**src/rtl/cfg_pkg.sv**
```systemverilog
// Shared types and helpers for the configuration-space controller.
package cfg_pkg;

   // Controller states: one request is granted, executed and acknowledged per pass.
   typedef enum logic [1:0] {
      IDLE   = 2'd0,
      GRANT  = 2'd1,
      ACCESS = 2'd2,
      ACK    = 2'd3
   } cfg_state_t;

   // Identity of the two requesters competing for the register file.
   typedef enum logic {
      REQ_APB = 1'b0,
      REQ_INT = 1'b1
   } req_id_t;

   // An all-zero strobe marks a full-word read.
   localparam logic [3:0] STRB_READ = 4'b0000;

   // Even parity bit: makes the total number of ones in {word, bit} even.
   function automatic logic even_parity(input logic [31:0] word);
      return ^word;
   endfunction

endpackage

```
**src/rtl/cfg_rr_arbiter.sv**
```systemverilog
// Two-way round-robin arbiter. After each completed grant the priority
// pointer moves to the side that did not win; a lone requester always wins.
module cfg_rr_arbiter
   import cfg_pkg::*;
(
   input  logic       S_CLK,
   input  logic       PRESETn_SYNC,
   input  logic [1:0] req,        // bit 0 = APB side, bit 1 = internal side
   input  logic       advance,    // one pulse per completed grant
   input  req_id_t    granted,    // side that completed the grant
   output logic [1:0] winner      // one-hot, bit order as req
);

   req_id_t prio_r;

   // Priority pointer: starts at APB, handed to the other side after each grant.
   always_ff @(posedge S_CLK or negedge PRESETn_SYNC) begin
      if (!PRESETn_SYNC) begin
         prio_r <= REQ_APB;
      end else if (advance) begin
         prio_r <= (granted == REQ_APB) ? REQ_INT : REQ_APB;
      end else begin
         prio_r <= prio_r;
      end
   end

   // Winner selection: contention resolved by the pointer, otherwise the lone requester.
   always_comb begin
      winner = 2'b00;
      case (req)
         2'b01:   winner = 2'b01;
         2'b10:   winner = 2'b10;
         2'b11:   winner = (prio_r == REQ_APB) ? 2'b01 : 2'b10;
         default: winner = 2'b00;
      endcase
   end

endmodule

```
**src/rtl/cfg_space_ctrl.sv**
```systemverilog
// Configuration-space controller: arbitrates APB and internal requesters,
// executes byte-strobed writes / full-word reads on a parity-protected
// register file and returns ACK, read data and sticky-until-next-ACK flags.
module cfg_space_ctrl
   import cfg_pkg::*;
#(
   parameter int                 DATA_WD  = 32,
   parameter int                 ADDR_WD  = 16,
   parameter int                 NUM_REGS = 64,
   parameter logic [DATA_WD-1:0] CFG_ID   = 32'h0A9B_0001
)(
   input  logic               S_CLK,
   input  logic               PRESETn_SYNC,
   input  logic               APB_Request,
   input  logic [ADDR_WD-1:0] APB_OADDR,
   input  logic [DATA_WD-1:0] APB_ODATA,
   input  logic [3:0]         APB_OSTRB,
   output logic               APB_Grant,
   output logic               ConfigSp_ACKAPB,
   input  logic               INT_Request,
   input  logic [ADDR_WD-1:0] INT_ADDR,
   input  logic [DATA_WD-1:0] INT_DATA,
   input  logic [3:0]         INT_STRB,
   output logic               INT_Grant,
   output logic               INT_ACK,
   output logic [DATA_WD-1:0] ConfigSp_DATA,
   output logic               Addr_ER,
   output logic               Parity_ER,
   input  logic               PAR_INJ
);

   localparam int IDX_WD  = $clog2(NUM_REGS);
   localparam int WIDX_WD = ADDR_WD - 2;

   // FSM and registered handshake outputs
   cfg_state_t state_r, state_nxt_s;
   req_id_t    winner_r, winner_nxt_s;
   logic       apb_grant_r, apb_grant_nxt_s;
   logic       int_grant_r, int_grant_nxt_s;
   logic       apb_ack_r, apb_ack_nxt_s;
   logic       int_ack_r, int_ack_nxt_s;
   logic [1:0] arb_win_s;
   logic       win_req_s;
   logic       capture_s;
   logic       advance_s;
   logic       execute_s;

   // Captured transaction
   logic [ADDR_WD-1:0] cap_addr_r;
   logic [DATA_WD-1:0] cap_data_r;
   logic [3:0]         cap_strb_r;
   logic               cap_inj_r;

   // Register file: data words plus one stored parity bit per word
   logic [DATA_WD-1:0]  mem_r [NUM_REGS];
   logic [NUM_REGS-1:0] par_r;

   // Decode / execute
   logic [WIDX_WD-1:0] word_s;
   logic [IDX_WD-1:0]  idx_s;
   logic               addr_err_s;
   logic               is_read_s;
   logic               is_word0_s;
   logic [DATA_WD-1:0] rd_word_s;
   logic               rd_par_s;
   logic [DATA_WD-1:0] merged_s;
   logic               wr_en_s;
   logic [DATA_WD-1:0] data_nxt_s;
   logic               aer_nxt_s;
   logic               per_nxt_s;

   // Result registers seen by both requesters
   logic [DATA_WD-1:0] data_r;
   logic               addr_er_r;
   logic               par_er_r;

   cfg_rr_arbiter u_arb (
      .S_CLK        (S_CLK),
      .PRESETn_SYNC (PRESETn_SYNC),
      .req          ({INT_Request, APB_Request}),
      .advance      (advance_s),
      .granted      (winner_r),
      .winner       (arb_win_s)
   );

   assign win_req_s = (winner_r == REQ_INT) ? INT_Request : APB_Request;

   // State, winner and handshake pulses registered together so grant/ACK have no path from a request.
   always_ff @(posedge S_CLK or negedge PRESETn_SYNC) begin
      if (!PRESETn_SYNC) begin
         state_r     <= IDLE;
         winner_r    <= REQ_APB;
         apb_grant_r <= 1'b0;
         int_grant_r <= 1'b0;
         apb_ack_r   <= 1'b0;
         int_ack_r   <= 1'b0;
      end else begin
         state_r     <= state_nxt_s;
         winner_r    <= winner_nxt_s;
         apb_grant_r <= apb_grant_nxt_s;
         int_grant_r <= int_grant_nxt_s;
         apb_ack_r   <= apb_ack_nxt_s;
         int_ack_r   <= int_ack_nxt_s;
      end
   end

   // Next-state logic and next values of the registered handshake outputs.
   always_comb begin
      state_nxt_s     = state_r;
      winner_nxt_s    = winner_r;
      apb_grant_nxt_s = 1'b0;
      int_grant_nxt_s = 1'b0;
      apb_ack_nxt_s   = 1'b0;
      int_ack_nxt_s   = 1'b0;
      capture_s       = 1'b0;
      advance_s       = 1'b0;
      execute_s       = 1'b0;
      case (state_r)
         IDLE: begin
            if (arb_win_s != 2'b00) begin
               state_nxt_s     = GRANT;
               winner_nxt_s    = arb_win_s[1] ? REQ_INT : REQ_APB;
               apb_grant_nxt_s = arb_win_s[0];
               int_grant_nxt_s = arb_win_s[1];
            end else begin
               state_nxt_s = IDLE;
            end
         end
         GRANT: begin
            // A request withdrawn during its grant cycle is abandoned without moving priority.
            if (win_req_s) begin
               capture_s   = 1'b1;
               advance_s   = 1'b1;
               state_nxt_s = ACCESS;
            end else begin
               state_nxt_s = IDLE;
            end
         end
         ACCESS: begin
            execute_s     = 1'b1;
            apb_ack_nxt_s = (winner_r == REQ_APB);
            int_ack_nxt_s = (winner_r == REQ_INT);
            state_nxt_s   = ACK;
         end
         ACK: begin
            state_nxt_s = IDLE;
         end
         default: begin
            state_nxt_s = IDLE;
         end
      endcase
   end

   // Transaction capture on the closing edge of the grant cycle.
   always_ff @(posedge S_CLK or negedge PRESETn_SYNC) begin
      if (!PRESETn_SYNC) begin
         cap_addr_r <= '0;
         cap_data_r <= '0;
         cap_strb_r <= 4'b0000;
         cap_inj_r  <= 1'b0;
      end else if (capture_s) begin
         cap_addr_r <= (winner_r == REQ_INT) ? INT_ADDR : APB_OADDR;
         cap_data_r <= (winner_r == REQ_INT) ? INT_DATA : APB_ODATA;
         cap_strb_r <= (winner_r == REQ_INT) ? INT_STRB : APB_OSTRB;
         cap_inj_r  <= PAR_INJ;
      end else begin
         cap_addr_r <= cap_addr_r;
         cap_data_r <= cap_data_r;
         cap_strb_r <= cap_strb_r;
         cap_inj_r  <= cap_inj_r;
      end
   end

   assign word_s     = cap_addr_r[ADDR_WD-1:2];
   assign idx_s      = word_s[IDX_WD-1:0];
   assign addr_err_s = (cap_addr_r[1:0] != 2'b00) || (32'(word_s) >= 32'(NUM_REGS));
   assign is_read_s  = (cap_strb_r == STRB_READ);
   assign is_word0_s = (idx_s == '0);
   assign rd_word_s  = mem_r[idx_s];
   assign rd_par_s   = par_r[idx_s];

   // Byte-lane merge of captured write data over the current word.
   always_comb begin
      merged_s = rd_word_s;
      for (int b = 0; b < 4; b++) begin
         if (cap_strb_r[b]) begin
            merged_s[8*b +: 8] = cap_data_r[8*b +: 8];
         end else begin
            merged_s[8*b +: 8] = rd_word_s[8*b +: 8];
         end
      end
   end

   // Access decode: address errors suppress everything, word 0 is the read-only ID.
   always_comb begin
      data_nxt_s = '0;
      aer_nxt_s  = 1'b0;
      per_nxt_s  = 1'b0;
      wr_en_s    = 1'b0;
      if (addr_err_s) begin
         aer_nxt_s = 1'b1;
      end else if (is_read_s) begin
         if (is_word0_s) begin
            data_nxt_s = CFG_ID;
         end else begin
            data_nxt_s = rd_word_s;
            per_nxt_s  = even_parity(rd_word_s) ^ rd_par_s;
         end
      end else begin
         wr_en_s = !is_word0_s;
      end
   end

   // Register file write port; parity stored with optional injected inversion.
   always_ff @(posedge S_CLK or negedge PRESETn_SYNC) begin
      if (!PRESETn_SYNC) begin
         for (int i = 0; i < NUM_REGS; i++) begin
            mem_r[i] <= '0;
         end
         par_r <= '0;
      end else if (execute_s && wr_en_s) begin
         mem_r[idx_s] <= merged_s;
         par_r[idx_s] <= even_parity(merged_s) ^ cap_inj_r;
      end
   end

   // Read data and error flags load on entry to ACK and hold until the next ACK.
   always_ff @(posedge S_CLK or negedge PRESETn_SYNC) begin
      if (!PRESETn_SYNC) begin
         data_r    <= '0;
         addr_er_r <= 1'b0;
         par_er_r  <= 1'b0;
      end else if (execute_s) begin
         data_r    <= data_nxt_s;
         addr_er_r <= aer_nxt_s;
         par_er_r  <= per_nxt_s;
      end else begin
         data_r    <= data_r;
         addr_er_r <= addr_er_r;
         par_er_r  <= par_er_r;
      end
   end

   assign APB_Grant       = apb_grant_r;
   assign INT_Grant       = int_grant_r;
   assign ConfigSp_ACKAPB = apb_ack_r;
   assign INT_ACK         = int_ack_r;
   assign ConfigSp_DATA   = data_r;
   assign Addr_ER         = addr_er_r;
   assign Parity_ER       = par_er_r;

endmodule

```
**config.mk**
```make
export PLATFORM = sky130hd
export DESIGN_NAME = cfg_space_ctrl
export DESIGN_NICKNAME = d
export VERILOG_FILES = /design/src/rtl/cfg_pkg.sv /design/src/rtl/cfg_rr_arbiter.sv /design/src/rtl/cfg_space_ctrl.sv
export SDC_FILE = /design/constraint.sdc
export NUM_CORES = 2
export LEC_CHECK = 0
export ABC_AREA = 1
export ABC_CLOCK_PERIOD_IN_PS = 3150
export CAP_MARGIN = 40
export CORE_AREA = 2 2 485 487
export CTS_CLUSTER_DIAMETER = 150
export DETAILED_ROUTE_END_ITERATION = 16
export DIE_AREA = 0 0 487 489
export PLACE_DENSITY = 0.74
export SLEW_MARGIN = 20
export SYNTH_ARGS = -nofsm -noshare
export SYNTH_HDL_FRONTEND = slang
export SYNTH_SLANG_ARGS = --single-unit
```
**constraint.sdc**
```tcl
create_clock -name S_CLK -period 3.15 [get_ports S_CLK]
set_clock_uncertainty 0.15 [all_clocks]
set_input_delay 0.4725 -clock S_CLK [delete_from_list [all_inputs] [get_ports S_CLK]]
set_output_delay 0.4725 -clock S_CLK [all_outputs]
set_load 0.005 [all_outputs]
```
==> flow_summary.ini <==
[status]
status = finished with violations
violations = setup timing

[synth]
netlist_area_sq_mm = 0.1043
yosys_most_used_dff = dfrtp_1
synth-seq-area-share_pct = 52.96
syn_inst = 13360
synth-seq-cells = 2207
synthArstFlopShare_pct = 100.0
synth_edf_count = 0
ys_types = 39
yosysWarnings = 0
syn_area_per_cell_sq_um = 7.806
synth_nets = 13470

[hold_path]
hold_path.class = in2async

[timing]
tightestPinTransition_ps = 806.4
setup_tns_ps = -580550
slew_headroom_pct = 45.75
fin_crit_sh_pct = 134.8
fin_ws_ps = -1096
hold_viol_final = 0
report.final.setup_viol = 2019
rsz0062_at_grt = yes
min_period_ps = 4246
clock.fmax_mhz = 235.5
slew_violations = 0

[power]
peakVddDrop_v = 0.001683
p_int_mw = 66.24
p_sw_share_pct = 45.83
p_leak_nw = 62.34
combPwrFrac_pct = 53.5
seq_power_share_pct = 24.0
p_switching_mw = 56.04
p_per_area_mw_per_mm2 = 956.6
power.total_mw = 122.3
clockPowerShare_pct = 22.5

[cts]
clock_latency_ps = 900
cts.root.buffer_cell = clkbuf_16
path_clk_slew_ps = 70
clk_path_buf_depth = 3
htree_levels = 4
cts_tree = done
cts.sinks = 2207
cts_buffers = 219

[critical_path]
cp-end-kind = flop
arrival_ps = 4860
worstSetupStartpointType = flop
cp_max_fo = 24
path_class = reg2reg
required_ps = 3760

[routing]
vias_per_cell = 5.599
ant_nets = 0
wirelength_microns = 373700
drcViolationCount = 0
first_pass_iters = 8
num_vias = 97090
routedWlPerCell_microns = 21.55
first_iter_violations = 11850

[placement]
portBuffers = 146
gp_congestion = 0.9765
dp_hpwl_microns = 246600
post_dp_cell_area_sq_mm = 0.1179

[floorplan]
coreArea_sq_mm = 0.2336
die_x_microns = 487
ios = 147
initial_core_util_pct = 44.63
dieArea_sq_mm = 0.2381
die_h_microns = 489
num_rows = 178

[cells_and_area]
post-route-cell-area_sq_mm = 0.1278
final_nets = 14200
fillers = 20570
drive_gt1_share_pct = 15.13
areaGrowthSynthToFinish_pct = 22.57
fin_util_pct = 54.71

[global_routing]
track_usage_pct = 30.84
grt_antenna_before_repair = 4
grt_max_degree = 121
grt_pass1_wl_microns = 563700
grt_pass1_vias = 92580
overflow = 0

[job]
maxCapViolations = 0
[stage by stage]
step	instances	setup WS, ps	hold slack [ps]
after CTS	17320	-918.0	1.253
after floorplan	13360	43.38	26.91
after global routing	17340	-1230	25.78
final	17340	-1096	20.52
after detailed placement	16820	-1209	210.3
after global placement	16820	-1225	207.5
[area by class of cell]
class | instances | area [sq um] | share of cell area [%]
Timing Repair inverter | 1 | 8.758 | 0.006852
Multi-Input combinational cell | 9008 | 41080 | 32.14
Sequential cell | 2207 | 55240 | 43.22
Inverter | 1090 | 4116 | 3.221
Antenna cell | 4 | 10.01 | 0.007831
Clock buffer | 323 | 6405 | 5.011
Tap cell | 3060 | 3829 | 2.995
Clock inverter | 81 | 1094 | 0.8556
Timing Repair Buffer | 1567 | 16030 | 12.54
[timing repair]
action / CTS / global route
hold buffers: 80 / 0
setup endpoints to repair: 2025 / 2089
hold endpoints to repair: 768 / 0
pin swaps: 5 / 54
resized for setup: 133 / 203
buffers inserted: 5 / 8
gates cloned: 7 / 14
[flip-flops by register name, indices dropped and copies added, names as in the netlist, 4 cells and up, named ones only]
name and cells:
ConfigSp_DATA 32, mem_r 2048, cap_addr_r 16, cap_data_r 32, par_r 64, cap_strb_r 4
[placed cells by master (no fill, tap or decap), types with 54 or more instances in the layout]
master and instances:
nand2_1 4167, inv_1 1035, clkbuf_1 54, nor2_1 814, nand2_2 72, buf_4 1030, dfrtp_1 2201, buf_12 230
or2_2 194, dlygate4sd3_1 80, clkdlybuf4s50_1 145, o21ai_0 2535, nand3_1 473, o211ai_1 346, o21ai_1 90, clkbuf_16 233
[routing by layer]
layer	vias up	GRT usage (%)	routed length [microns]
li1	44090	-	-
met1	46480	40.85	144700
met2	5375	47.46	165100
met3	1147	5.442	37960
met4	2	18.49	25920
met5	-	0	13
[power by group through the flow]
stage,sequential [mW],clock (mW),combinational (mW)
after floorplan,29.5,0,30.5
after global placement,29.9,0,56.6
after detailed placement,29.9,0,56.8
after CTS,29.4,27.6,59.4
after global routing,29.4,28.8,68.4
final,29.4,27.5,65.4
[cells in the mapped netlist, types with 8 or more instances]
cell | number | area, sq um
a22o_1 | 8 | 70.07
a31oi_1 | 52 | 325.3
buf_1 | 51 | 191.4
buf_2 | 182 | 910.9
buf_4 | 103 | 773.2
buf_6 | 25 | 281.5
clkbuf_1 | 693 | 2601
clkinv_1 | 23 | 86.33
dfrtp_1 | 2207 | 55230
inv_1 | 1056 | 3964
inv_2 | 11 | 41.29
nand2_1 | 4231 | 15880
nand2_2 | 14 | 87.58
nand3_1 | 491 | 2457
nand4_1 | 8 | 50.05
nor2_1 | 860 | 3228
nor3_1 | 59 | 295.3
nor3_2 | 11 | 110.1
o211ai_1 | 346 | 2597
o21ai_0 | 2606 | 13040
o21ai_1 | 38 | 190.2
o22ai_1 | 25 | 156.4
or2_0 | 28 | 175.2
or2_2 | 194 | 1214
[worst max-delay path, cell delays in order (launching register included)]
cell and delay (ps):
dfrtp_4 610, buf_12 230, buf_8 180, clkbuf_16 210, or2_0 230, nand3_1 80
nand2_1 50, o21ai_0 460, nand2_1 90, nor2_1 170, nand3_1 100, nand2_1 130
nand2_1 80, nand2_2 120, inv_2 40, nand2_1 50, nand2_1 50, nand2_1 80
nand2_2 70, nand2_2 70, inv_2 40, nor2_4 150, nand3_4 240, clkbuf_16 280
nand3_2 80, nand2_1 50
[path summary, 6_finish.rpt]
check	startpoint	endpoint	slack, ps	cells past startpoint
worst min-delay path	PRESETn_SYNC	mem_r[1066]$_DFFE_PN0P_	20	2
min in group S_CLK	INT_DATA[0]	cap_data_r[0]$_DFFE_PN0P_	30	3
max in group asynchronous	PRESETn_SYNC	mem_r[1622]$_DFFE_PN0P_	1570	4
worst min register to register	mem_r[2024]$_DFFE_PN0P_	mem_r[2024]$_DFFE_PN0P_	220	0
worst max register to register	cap_addr_r[2]$_DFFE_PN0P_	par_r[6]$_DFFE_PN0P_	-1100	25
worst max-delay path	cap_addr_r[2]$_DFFE_PN0P_	par_r[6]$_DFFE_PN0P_	-1100	25
[cell families after synthesis]
group / share of synthesized area [%]
and+or+nand+nor: 22.65
AOI/OAI and AO/OA: 15.80
DFF: 52.96
buffers and inverters: 8.487
xor gates and xnor gates: 0.1008
Note: power is estimated with default switching activity, not from simulation.
